### src/rtl/pipelined_control_unit.sv
// Pipelined RV32I control unit: decodes in Decode and carries the control word
// through the D/E, E/M and M/W registers. Branches and jumps resolve in Execute.
// Ports: op_D/funct3_D/funct7_5_D in; FlushE bubble; Z/N/C/V flags; ImmSrcD and PCSrcE combinational.
module pipelined_control_unit #(
  parameter int OP_WIDTH         = 7,
  parameter int FUNCT3_WIDTH     = 3,
  parameter int ALU_CTRL_WIDTH   = 4,
  parameter int IMM_SRC_WIDTH    = 3,
  parameter int RESULT_SRC_WIDTH = 2
) (
  input  logic                        clk,
  input  logic                        rst,
  input  logic [OP_WIDTH-1:0]         op_D,
  input  logic [FUNCT3_WIDTH-1:0]     funct3_D,
  input  logic                        funct7_5_D,
  input  logic                        FlushE,
  input  logic                        ZeroE,
  input  logic                        NegE,
  input  logic                        CarryE,
  input  logic                        OvfE,
  output logic [IMM_SRC_WIDTH-1:0]    ImmSrcD,
  output logic [ALU_CTRL_WIDTH-1:0]   ALUControlE,
  output logic                        ALUSrcE,
  output logic                        PCSrcE,
  output logic                        PCTargetSrcE,
  output logic                        MemWriteM,
  output logic                        RegWriteM,
  output logic                        RegWriteW,
  output logic [RESULT_SRC_WIDTH-1:0] ResultSrcM,
  output logic [RESULT_SRC_WIDTH-1:0] ResultSrcW,
  output logic                        IllegalE
);

  localparam logic [OP_WIDTH-1:0] OP_LOAD   = OP_WIDTH'(7'b0000011);
  localparam logic [OP_WIDTH-1:0] OP_STORE  = OP_WIDTH'(7'b0100011);
  localparam logic [OP_WIDTH-1:0] OP_RTYPE  = OP_WIDTH'(7'b0110011);
  localparam logic [OP_WIDTH-1:0] OP_IALU   = OP_WIDTH'(7'b0010011);
  localparam logic [OP_WIDTH-1:0] OP_BRANCH = OP_WIDTH'(7'b1100011);
  localparam logic [OP_WIDTH-1:0] OP_JAL    = OP_WIDTH'(7'b1101111);
  localparam logic [OP_WIDTH-1:0] OP_JALR   = OP_WIDTH'(7'b1100111);
  localparam logic [OP_WIDTH-1:0] OP_LUI    = OP_WIDTH'(7'b0110111);

  localparam logic [ALU_CTRL_WIDTH-1:0] ALU_ADD   = ALU_CTRL_WIDTH'(4'b0000);
  localparam logic [ALU_CTRL_WIDTH-1:0] ALU_SUB   = ALU_CTRL_WIDTH'(4'b0001);
  localparam logic [ALU_CTRL_WIDTH-1:0] ALU_AND   = ALU_CTRL_WIDTH'(4'b0010);
  localparam logic [ALU_CTRL_WIDTH-1:0] ALU_OR    = ALU_CTRL_WIDTH'(4'b0011);
  localparam logic [ALU_CTRL_WIDTH-1:0] ALU_XOR   = ALU_CTRL_WIDTH'(4'b0100);
  localparam logic [ALU_CTRL_WIDTH-1:0] ALU_SLT   = ALU_CTRL_WIDTH'(4'b0101);
  localparam logic [ALU_CTRL_WIDTH-1:0] ALU_SLTU  = ALU_CTRL_WIDTH'(4'b0110);
  localparam logic [ALU_CTRL_WIDTH-1:0] ALU_SLL   = ALU_CTRL_WIDTH'(4'b0111);
  localparam logic [ALU_CTRL_WIDTH-1:0] ALU_SRL   = ALU_CTRL_WIDTH'(4'b1000);
  localparam logic [ALU_CTRL_WIDTH-1:0] ALU_SRA   = ALU_CTRL_WIDTH'(4'b1001);
  localparam logic [ALU_CTRL_WIDTH-1:0] ALU_PASSB = ALU_CTRL_WIDTH'(4'b1010);

  localparam logic [IMM_SRC_WIDTH-1:0] IMM_I = IMM_SRC_WIDTH'(3'b000);
  localparam logic [IMM_SRC_WIDTH-1:0] IMM_S = IMM_SRC_WIDTH'(3'b001);
  localparam logic [IMM_SRC_WIDTH-1:0] IMM_B = IMM_SRC_WIDTH'(3'b010);
  localparam logic [IMM_SRC_WIDTH-1:0] IMM_J = IMM_SRC_WIDTH'(3'b011);
  localparam logic [IMM_SRC_WIDTH-1:0] IMM_U = IMM_SRC_WIDTH'(3'b100);

  localparam logic [RESULT_SRC_WIDTH-1:0] RES_ALU = RESULT_SRC_WIDTH'(2'b00);
  localparam logic [RESULT_SRC_WIDTH-1:0] RES_MEM = RESULT_SRC_WIDTH'(2'b01);
  localparam logic [RESULT_SRC_WIDTH-1:0] RES_PC4 = RESULT_SRC_WIDTH'(2'b10);

  typedef struct packed {
    logic                        reg_write;
    logic                        alu_src;
    logic                        mem_write;
    logic [RESULT_SRC_WIDTH-1:0] result_src;
    logic                        branch;
    logic                        jump;
    logic                        pc_target_src;
    logic [ALU_CTRL_WIDTH-1:0]   alu_ctrl;
    logic [FUNCT3_WIDTH-1:0]     funct3;
    logic                        illegal;
  } ctrl_t;

  ctrl_t                       ctrl_d, ctrl_q;
  logic [IMM_SRC_WIDTH-1:0]    imm_src_d;
  logic                        reg_write_m_q, mem_write_m_q, reg_write_w_q;
  logic [RESULT_SRC_WIDTH-1:0] result_src_m_q, result_src_w_q;
  logic                        branch_cond;
  logic                        f3_reserved;

  // Register-register and register-immediate ops share the funct3 map; 'alt'
  // is instr[30] where it is meaningful and 0 otherwise.
  function automatic logic [ALU_CTRL_WIDTH-1:0] alu_op(input logic [FUNCT3_WIDTH-1:0] f3,
                                                       input logic alt);
    case (f3)
      FUNCT3_WIDTH'(3'b000): alu_op = alt ? ALU_SUB : ALU_ADD;
      FUNCT3_WIDTH'(3'b001): alu_op = ALU_SLL;
      FUNCT3_WIDTH'(3'b010): alu_op = ALU_SLT;
      FUNCT3_WIDTH'(3'b011): alu_op = ALU_SLTU;
      FUNCT3_WIDTH'(3'b100): alu_op = ALU_XOR;
      FUNCT3_WIDTH'(3'b101): alu_op = alt ? ALU_SRA : ALU_SRL;
      FUNCT3_WIDTH'(3'b110): alu_op = ALU_OR;
      default:               alu_op = ALU_AND;
    endcase
  endfunction

  always_comb begin
    ctrl_d    = '0;
    imm_src_d = IMM_I;
    case (op_D)
      OP_LOAD: begin
        ctrl_d.reg_write  = 1'b1;
        ctrl_d.alu_src    = 1'b1;
        ctrl_d.result_src = RES_MEM;
        ctrl_d.alu_ctrl   = ALU_ADD;
      end
      OP_STORE: begin
        ctrl_d.alu_src   = 1'b1;
        ctrl_d.mem_write = 1'b1;
        ctrl_d.alu_ctrl  = ALU_ADD;
        imm_src_d        = IMM_S;
      end
      OP_RTYPE: begin
        ctrl_d.reg_write = 1'b1;
        ctrl_d.alu_ctrl  = alu_op(funct3_D, funct7_5_D);
      end
      OP_IALU: begin
        ctrl_d.reg_write = 1'b1;
        ctrl_d.alu_src   = 1'b1;
        // instr[30] is part of the immediate for addi, so only shifts look at it.
        ctrl_d.alu_ctrl  = alu_op(funct3_D,
                                  funct7_5_D && (funct3_D == FUNCT3_WIDTH'(3'b101)));
      end
      OP_BRANCH: begin
        ctrl_d.branch   = 1'b1;
        ctrl_d.alu_ctrl = ALU_SUB;
        ctrl_d.funct3   = funct3_D;
        imm_src_d       = IMM_B;
      end
      OP_JAL: begin
        ctrl_d.reg_write  = 1'b1;
        ctrl_d.result_src = RES_PC4;
        ctrl_d.jump       = 1'b1;
        ctrl_d.alu_ctrl   = ALU_ADD;
        imm_src_d         = IMM_J;
      end
      OP_JALR: begin
        ctrl_d.reg_write     = 1'b1;
        ctrl_d.alu_src       = 1'b1;
        ctrl_d.result_src    = RES_PC4;
        ctrl_d.jump          = 1'b1;
        ctrl_d.pc_target_src = 1'b1;
        ctrl_d.alu_ctrl      = ALU_ADD;
      end
      OP_LUI: begin
        ctrl_d.reg_write = 1'b1;
        ctrl_d.alu_src   = 1'b1;
        ctrl_d.alu_ctrl  = ALU_PASSB;
        imm_src_d        = IMM_U;
      end
      default: ctrl_d.illegal = 1'b1;
    endcase
  end

  always_ff @(posedge clk or posedge rst) begin
    if (rst) begin
      ctrl_q         <= '0;
      reg_write_m_q  <= 1'b0;
      mem_write_m_q  <= 1'b0;
      result_src_m_q <= '0;
      reg_write_w_q  <= 1'b0;
      result_src_w_q <= '0;
    end else begin
      ctrl_q         <= FlushE ? '0 : ctrl_d;
      reg_write_m_q  <= ctrl_q.reg_write;
      mem_write_m_q  <= ctrl_q.mem_write;
      result_src_m_q <= ctrl_q.result_src;
      reg_write_w_q  <= reg_write_m_q;
      result_src_w_q <= result_src_m_q;
    end
  end

  // Flags come from A-B; Carry means no borrow, so A>=B unsigned when set.
  always_comb begin
    case (ctrl_q.funct3)
      FUNCT3_WIDTH'(3'b000): branch_cond = ZeroE;
      FUNCT3_WIDTH'(3'b001): branch_cond = !ZeroE;
      FUNCT3_WIDTH'(3'b100): branch_cond = NegE ^ OvfE;
      FUNCT3_WIDTH'(3'b101): branch_cond = !(NegE ^ OvfE);
      FUNCT3_WIDTH'(3'b110): branch_cond = !CarryE;
      FUNCT3_WIDTH'(3'b111): branch_cond = CarryE;
      default:               branch_cond = 1'b0;
    endcase
  end

  assign f3_reserved  = (ctrl_q.funct3 == FUNCT3_WIDTH'(3'b010)) ||
                        (ctrl_q.funct3 == FUNCT3_WIDTH'(3'b011));

  assign ImmSrcD      = imm_src_d;
  assign ALUControlE  = ctrl_q.alu_ctrl;
  assign ALUSrcE      = ctrl_q.alu_src;
  assign PCTargetSrcE = ctrl_q.pc_target_src;
  assign PCSrcE       = ctrl_q.jump | (ctrl_q.branch & branch_cond);
  assign IllegalE     = ctrl_q.illegal | (ctrl_q.branch & f3_reserved);
  assign MemWriteM    = mem_write_m_q;
  assign RegWriteM    = reg_write_m_q;
  assign ResultSrcM   = result_src_m_q;
  assign RegWriteW    = reg_write_w_q;
  assign ResultSrcW   = result_src_w_q;

endmodule

### config.mk
export PLATFORM = sky130hd
export DESIGN_NAME = pipelined_control_unit
export DESIGN_NICKNAME = d
export VERILOG_FILES = /design/src/rtl/pipelined_control_unit.sv
export SDC_FILE = /design/constraint.sdc
export NUM_CORES = 1
export LEC_CHECK = 0
export BUFFER_PORTS_ARGS = -buffer_cell sky130_fd_sc_hd__buf_2
export CAP_MARGIN = 20
export CORE_MARGIN = 5
export CORE_UTILIZATION = 43
export DETAILED_ROUTE_END_ITERATION = 6
export GPL_ROUTABILITY_DRIVEN = 0
export GPL_TIMING_DRIVEN = 1
export PLACE_DENSITY = 0.73
export RECOVER_POWER = 50
export SLEW_MARGIN = 5
export SYNTH_ARGS = -nofsm -noshare
export SYNTH_HDL_FRONTEND = slang
export SYNTH_SLANG_ARGS = --single-unit
### constraint.sdc
create_clock -name clk -period 0.8 [get_ports clk]
set_input_delay 0.08 -clock clk [delete_from_list [all_inputs] [get_ports clk]]
set_output_delay 0.08 -clock clk [all_outputs]
set_load 0.01 [all_outputs]
==> reports/metrics.yaml, run 1 <==
status: "finished, violations left"
violations: "hold timing, setup timing"
die_w_microns: 58.4
power_w: 0.00232
die_area_sq_um: 3410
synth_seq_cells: 22
numCtsBuffers: 3
vias: 906
synth_flop_cell: "dfrtp_1"
gr-usage-all-layers_pct: 14.2
power_leakage_nw: 0.810
die_h_microns: 58.4
clk_latency_ps: 300
antenna_found_initial: 0
arrival_ps: 1240
hold-worst-slack_ps: -16.6
r2r_start: "RegWriteM"
synthTopCellsByArea: "dfrtp_1 (55%), a21oi_1 (5.5%), nor2_1 (4.5%)"
h-tree-depth: 1
drive_gt1_share_pct: 52.5
syn-num-nets: 114
firstDrtPassIters: 4
crit_path_start: "ctrl_q[1]"
path_depth: 5
synth_cell_types: 28
setup.worst_path.class: "reg2out"
dpl.hpwl_mm: 1.83
io_buffers: 35
coreArea_sq_um: 2230
rsz0062_at_grt: "true"
relSlewSlack_pct: 84.4
setup_viol: 21
fin_crit_sh_pct: 165
clk_root_buffer_cell: "clkbuf_4"
r2r_cells: 1
final_util_pct: 70.4
tritoncts: "done"
syn-cell-area_sq_um: 1010
rrSetupSlack_ps: 190
grt_start_max_net_pins: 14
cp_slowest_cell: "dfrtp_1"
clkSinkCount: 22
cts_buffer_depth: 2
drc: 0
synthArstFlopShare_pct: 100
grt_pass1_wl_mm: 3.72
worst_path_dominant_cell_family: "flip-flops"
first_iter_violations: 11
worstPathRequired_ps: 720
netlist.area_leader.share_pct: 54.6
dp.cells: 174
first_global_vias: 897
crit_end: "PCSrcE"
irDropWorstVdd_mv: 0.986
cp_num_buf_inv: 1
ys_seq_area_share_pct: 54.6
dpl_cell_area_sq_um: 1350
cp-end-kind: "output port"
fmax_ghz: 0.755
fin_cells: 186
worst_slack_ps: -524
fin_area_sq_um: 1570
post_drt_wl_per_cell_microns: 12.7
crit_chain: "xor2_1 -> nor2_1 -> a21oi_1 -> o21ai_1 -> buf_2"
crit_fanout: 2
diodes: 0
dp_worst_setup_slack_ps: -263
synth_edf_count: 0
vias_per_cell: 4.87
overflow: 0
finalMaxSlewViolations: 0
r2r_end: "RegWriteW"
synthToLayoutAreaGrowth_pct: 55.8
routed_wl_mm: 2.36
boundaryPins: 36
yosys.area.top_type: "dfrtp_1"
fill_cells: 172
clkTransAtPathRegs_ps: 120
tightest_slew_ps: 231
multi_input_area_sq_um: 468
max_stage_delay_ps: 400
hold_viol: 1
rows: 17
ys_top_cells_by_count: "dfrtp_1 (22), nor2_1 (12), a21oi_1 (11)"
start_kind: "flop"
syn_area_per_cell_sq_um: 10.5
p_per_area_nw_per_um2: 1470
drt.antenna.violating_nets: 0
yosysMostFrequentCell: "dfrtp_1"
yosysWarnings: 0
finClkSkew_ps: 0.466
synth_cells: 96
min_period_ps: 1320
drv_cap: 0
ff_latch_area_sq_um: 551
final_nets: 177
initial_core_util_pct: 45.2
hp-class: "in2reg"
cts_hold_buf: 1
per-stage QoR:
| stage | hold slack (ps) | TNS [ps] |
|---|---|---|
| CTS | -18.9 | -2490 |
| global placement | -5.75 | -3450 |
| floorplan | 69.2 | -949 |
| global route | -28.1 | -3560 |
| finish | -16.6 | -2420 |
| detailed placement | 7.03 | -3850 |
where the power goes:
| part | switching [W] | total (W) | internal (W) |
|---|---|---|---|
| Clock | 0.000315 | 0.000822 | 0.000507 |
| Sequential | 0.00000309 | 0.00112 | 0.00112 |
| Combinational | 0.000172 | 0.000372 | 0.000200 |
| Total | 0.000490 | 0.00232 | 0.00183 |
worst min-delay path by stage:
| stage | from | endpoint | slack [ps] | cells past startpoint |
|---|---|---|---|---|
| 6_report | FlushE | ALUSrcE | -20 | 2 |
| 5_1_grt | FlushE | ALUSrcE | -30 | 2 |
| 4_1_cts | FlushE | ALUSrcE | -20 | 2 |
| 3_5_place_dp | rst | ALUControlE[0] | 7 | 2 |
| 3_3_place_gp | rst | MemWriteM | -6 | 2 |
| 2_1_floorplan | rst | ALUControlE[0] | 70 | 1 |
logic make-up (layout without fill, tap and decap cells):
family | after synthesis | after routing | share of synthesized area [%]
compound gates | 18 | 18 | 10.8
xor+xnor | 5 | 5 | 4.34
buf+inv | 8 | 70 | 4.84
flops | 22 | 22 | 54.6
mux | 1 | 1 | 1.12
simple gates | 42 | 42 | 24.3
sequential cells by signal (all words and copies together), names as in the netlist:
name,cells
ALUControlE,4
ALUSrcE,1
MemWriteM,1
PCTargetSrcE,1
RegWriteM,1
RegWriteW,1
ResultSrcM,2
ResultSrcW,2
ctrl_q,9
placed cells by master (no fill, tap or decap), types with 2 or more instances in the layout:
master and count:
a211oi_2 2, a21oi_1 11, and2_1 5, buf_2 30
buf_4 23, buf_6 5, buf_8 4, clkbuf_4 4
dfrtp_1 22, nand2_1 3, nand2_2 2, nand2b_1 2
nor2_1 11, nor3_1 4, nor4_1 2, xnor2_1 2
xor2_1 2
final cells by class:
class	instances	area share, %
flip-flops and latches	22	35.0
clock inverters	1	1.91
inverters	1	0.239
repair buffers	65	29.4
multi-input cells	66	29.8
clock buffers	3	1.43
well taps	28	2.23
layer usage:
| layer | wire length, microns | up-vias | track usage (%) |
|---|---|---|---|
| li1 | - | 449 | - |
| met1 | 878 | 417 | 14.5 |
| met2 | 1270 | 34 | 28.2 |
| met3 | 176 | 6 | 1.97 |
| met4 | 44 | 0 | 5.96 |
| met5 | 0 | - | 0 |
what timing repair did:
item	in CTS	in global routing
buffers inserted	5	3
gates resized for setup	24	8
endpoints found under the setup margin	18	24
endpoints found under the hold margin	23	1
pin swaps	10	6
Power figures use the tool's default switching activity.
==> run 2: changes to the inputs <==
--- a/config.mk
+++ b/config.mk
@@ -12,6 +12,7 @@
 export DETAILED_ROUTE_END_ITERATION = 6
 export GPL_ROUTABILITY_DRIVEN = 0
 export GPL_TIMING_DRIVEN = 1
+export HOLD_SLACK_MARGIN = 0.15
 export PLACE_DENSITY = 0.73
 export RECOVER_POWER = 50
 export SLEW_MARGIN = 5
==> run 2 against run 1 <==
  * The run still ends with hold timing, setup timing left
  * Sequential share of layout area is 0.44 points lower
  * Sequential power hardly changed
  * Power is 0.34% higher
  * Non-clock buffer count is 2 higher
  * Clock power hardly changed
==> reports/metrics.yaml, run 2 (synthesis results as in run 1) <==
status: "finished, violations left"
violations: "hold timing, setup timing"
fmax_ghz: 0.755  # about the same
post_drt_wl_per_cell_microns: 12.7  # -0.23%
initial_core_util_pct: 45.2  # unchanged
h-tree-depth: 1  # unchanged
firstDrtPassIters: 4  # unchanged
comb_power_share_pct: 16.3  # +0.3 points
rows: 17  # unchanged
worstPathRequired_ps: 720  # about the same
antenna_found_initial: 0  # unchanged
final_nets: 179  # +1.1%
regMostFlops: "ctrl_q"
first_global_vias: 912  # +1.7%
fin_cells: 188  # +1.1%
final_cell_mix: "buf_2 (30), buf_4 (23), dfrtp_1 (22)"
tightest_slew_ps: 231  # unchanged
p_per_area_nw_per_um2: 1460  # -0.92%
drv_cap: 0  # unchanged
diodes: 0  # unchanged
min_period_ps: 1320  # +0.299 ps
die_area_sq_um: 3410  # unchanged
fin_crit_sh_pct: 166  # about the same
dpl.hpwl_mm: 1.83  # unchanged
vias: 915  # +0.99%
die_w_microns: 58.4  # unchanged
cts_hold_buf: 3  # +2
hold-worst-slack_ps: -16.6  # +0.0432 ps
numCtsBuffers: 3  # unchanged
vias_per_cell: 4.87  # about the same
grt_start_max_net_pins: 14  # unchanged
power_w: 0.00233  # +0.34%
setup.worst_path.class: "reg2out"
switchingPower_w: 0.000492  # +0.32%
finalMaxSlewViolations: 0  # unchanged
finClkSkew_ps: 0.416  # -0.0502 ps
p_int_w: 0.00183  # +0.35%
clkTransAtPathRegs_ps: 120  # about the same
tritoncts: "done"
dp.cells: 174  # unchanged
power_leakage_nw: 0.818  # +1.0%
max_stage_delay_ps: 400  # about the same
drc: 0  # unchanged
crit_chain: "xor2_1 -> nor2_1 -> a21oi_1 -> o21ai_1 -> buf_2"
irDropWorstVdd_mv: 0.988  # +0.14%
synthToLayoutAreaGrowth_pct: 57.8
io_buffers: 35  # unchanged
hold_viol: 1  # unchanged
clkSinkCount: 22  # unchanged
arrival_ps: 1240  # about the same
cp_slowest_cell: "dfrtp_1"
start_kind: "flop"
clk_root_buffer_cell: "clkbuf_4"
largest_reg_flops: 9  # unchanged
cts_buffer_depth: 2  # unchanged
final_common_cell: "buf_2"
relSlewSlack_pct: 84.4  # unchanged
clkPwrFrac_pct: 35.3  # -0.2 points
drive_gt1_share_pct: 51.9  # -0.66 points
final_util_pct: 71.3  # +0.90 points
drt.antenna.violating_nets: 0  # unchanged
boundaryPins: 36  # unchanged
setup_viol: 21  # unchanged
die_h_microns: 58.4  # unchanged
rsz0062_at_grt: "true"
clk_latency_ps: 300  # about the same
crit_fanout: 2  # unchanged
first_iter_violations: 10  # -1
routed_wl_mm: 2.38  # +0.85%
grt_pass1_wl_mm: 3.79  # +1.9%
cp-end-kind: "output port"
fill_cells: 170  # -1.2%
hp-class: "in2reg"
worst_slack_ps: -524  # -0.299 ps
sw_frac_of_total_pct: 21.2  # about the same
gr-usage-all-layers_pct: 14.5  # +0.23 points
coreArea_sq_um: 2230  # unchanged
pwr-share-seq_pct: 48.3  # -0.2 points
overflow: 0  # unchanged
run 2: path summary, 6_finish.rpt:
check	start	to	slack [ps]	cells past startpoint
setup / recovery	ctrl_q[1]	PCSrcE	-520	5
hold / removal	FlushE	ALUSrcE	-20	2
setup reg to reg	RegWriteM	RegWriteW	190	1
hold reg to reg	ctrl_q[11]	ResultSrcM[0]	360	0
max in group asynchronous	rst	ResultSrcM[0]	150	4
min in group asynchronous	rst	ctrl_q[0]	210	3
run 2: repair_timing:
item / CTS / global route
buffers inserted: 5 / 3
endpoints found under the hold margin: 31 / 7
pin swaps: 10 / 6
endpoints found under the setup margin: 18 / 24
gates cloned: 0 / 0
gates resized for setup: 24 / 8
run 2: layer usage:
metal / share of wire, % / vias to the layer above / GRT usage [%]
met2: 53 / 34 / 28.7
met4: 1.8 / 0 / 5.96
met3: 7.4 / 6 / 1.97
met1: 37 / 422 / 14.8
met5: 0 / - / 0
li1: - / 453 / -
run 2: area by class of cell:
type                       count  area [sq um]  share of cell area, %
sequential                    22           551                   34.6
timing repair buffer          67           482                   30.3
multi-input combinational     66           468                   29.4
tap                           28          35.0                   2.20
clock inverter                 1          30.0                   1.89
clock buffer                   3          22.5                   1.42
inverter                       1          3.75                  0.236
run 2: stage by stage:
stage / setup TNS [ps] / instance area [sq um] / setup slack (ps)
after floorplan: -949 / 1040 / -138
after global placement: -3450 / 1350 / -235
after detailed placement: -3850 / 1350 / -263
after CTS: -2490 / 1560 / -538
after global routing: -3580 / 1590 / -632
final: -2420 / 1590 / -524
run 2: critical path, delay by kind of cell (launching register included):
family          cells  cell delay (ps)
buf+inv             1              140
compound gates      2              210
xor+xnor            1              130
flops               1              400
simple gates        1               60
run 2: power by group through the flow:
stage	clock network [W]	logic, W	registers [W]
2_1_floorplan	0	0.000148	0.00115
3_3_place_gp	0	0.000290	0.00115
3_5_place_dp	0	0.000302	0.00115
6_report	0.000822	0.000379	0.00112
5_1_grt	0.000877	0.000415	0.00113
4_1_cts	0.000829	0.000375	0.00112
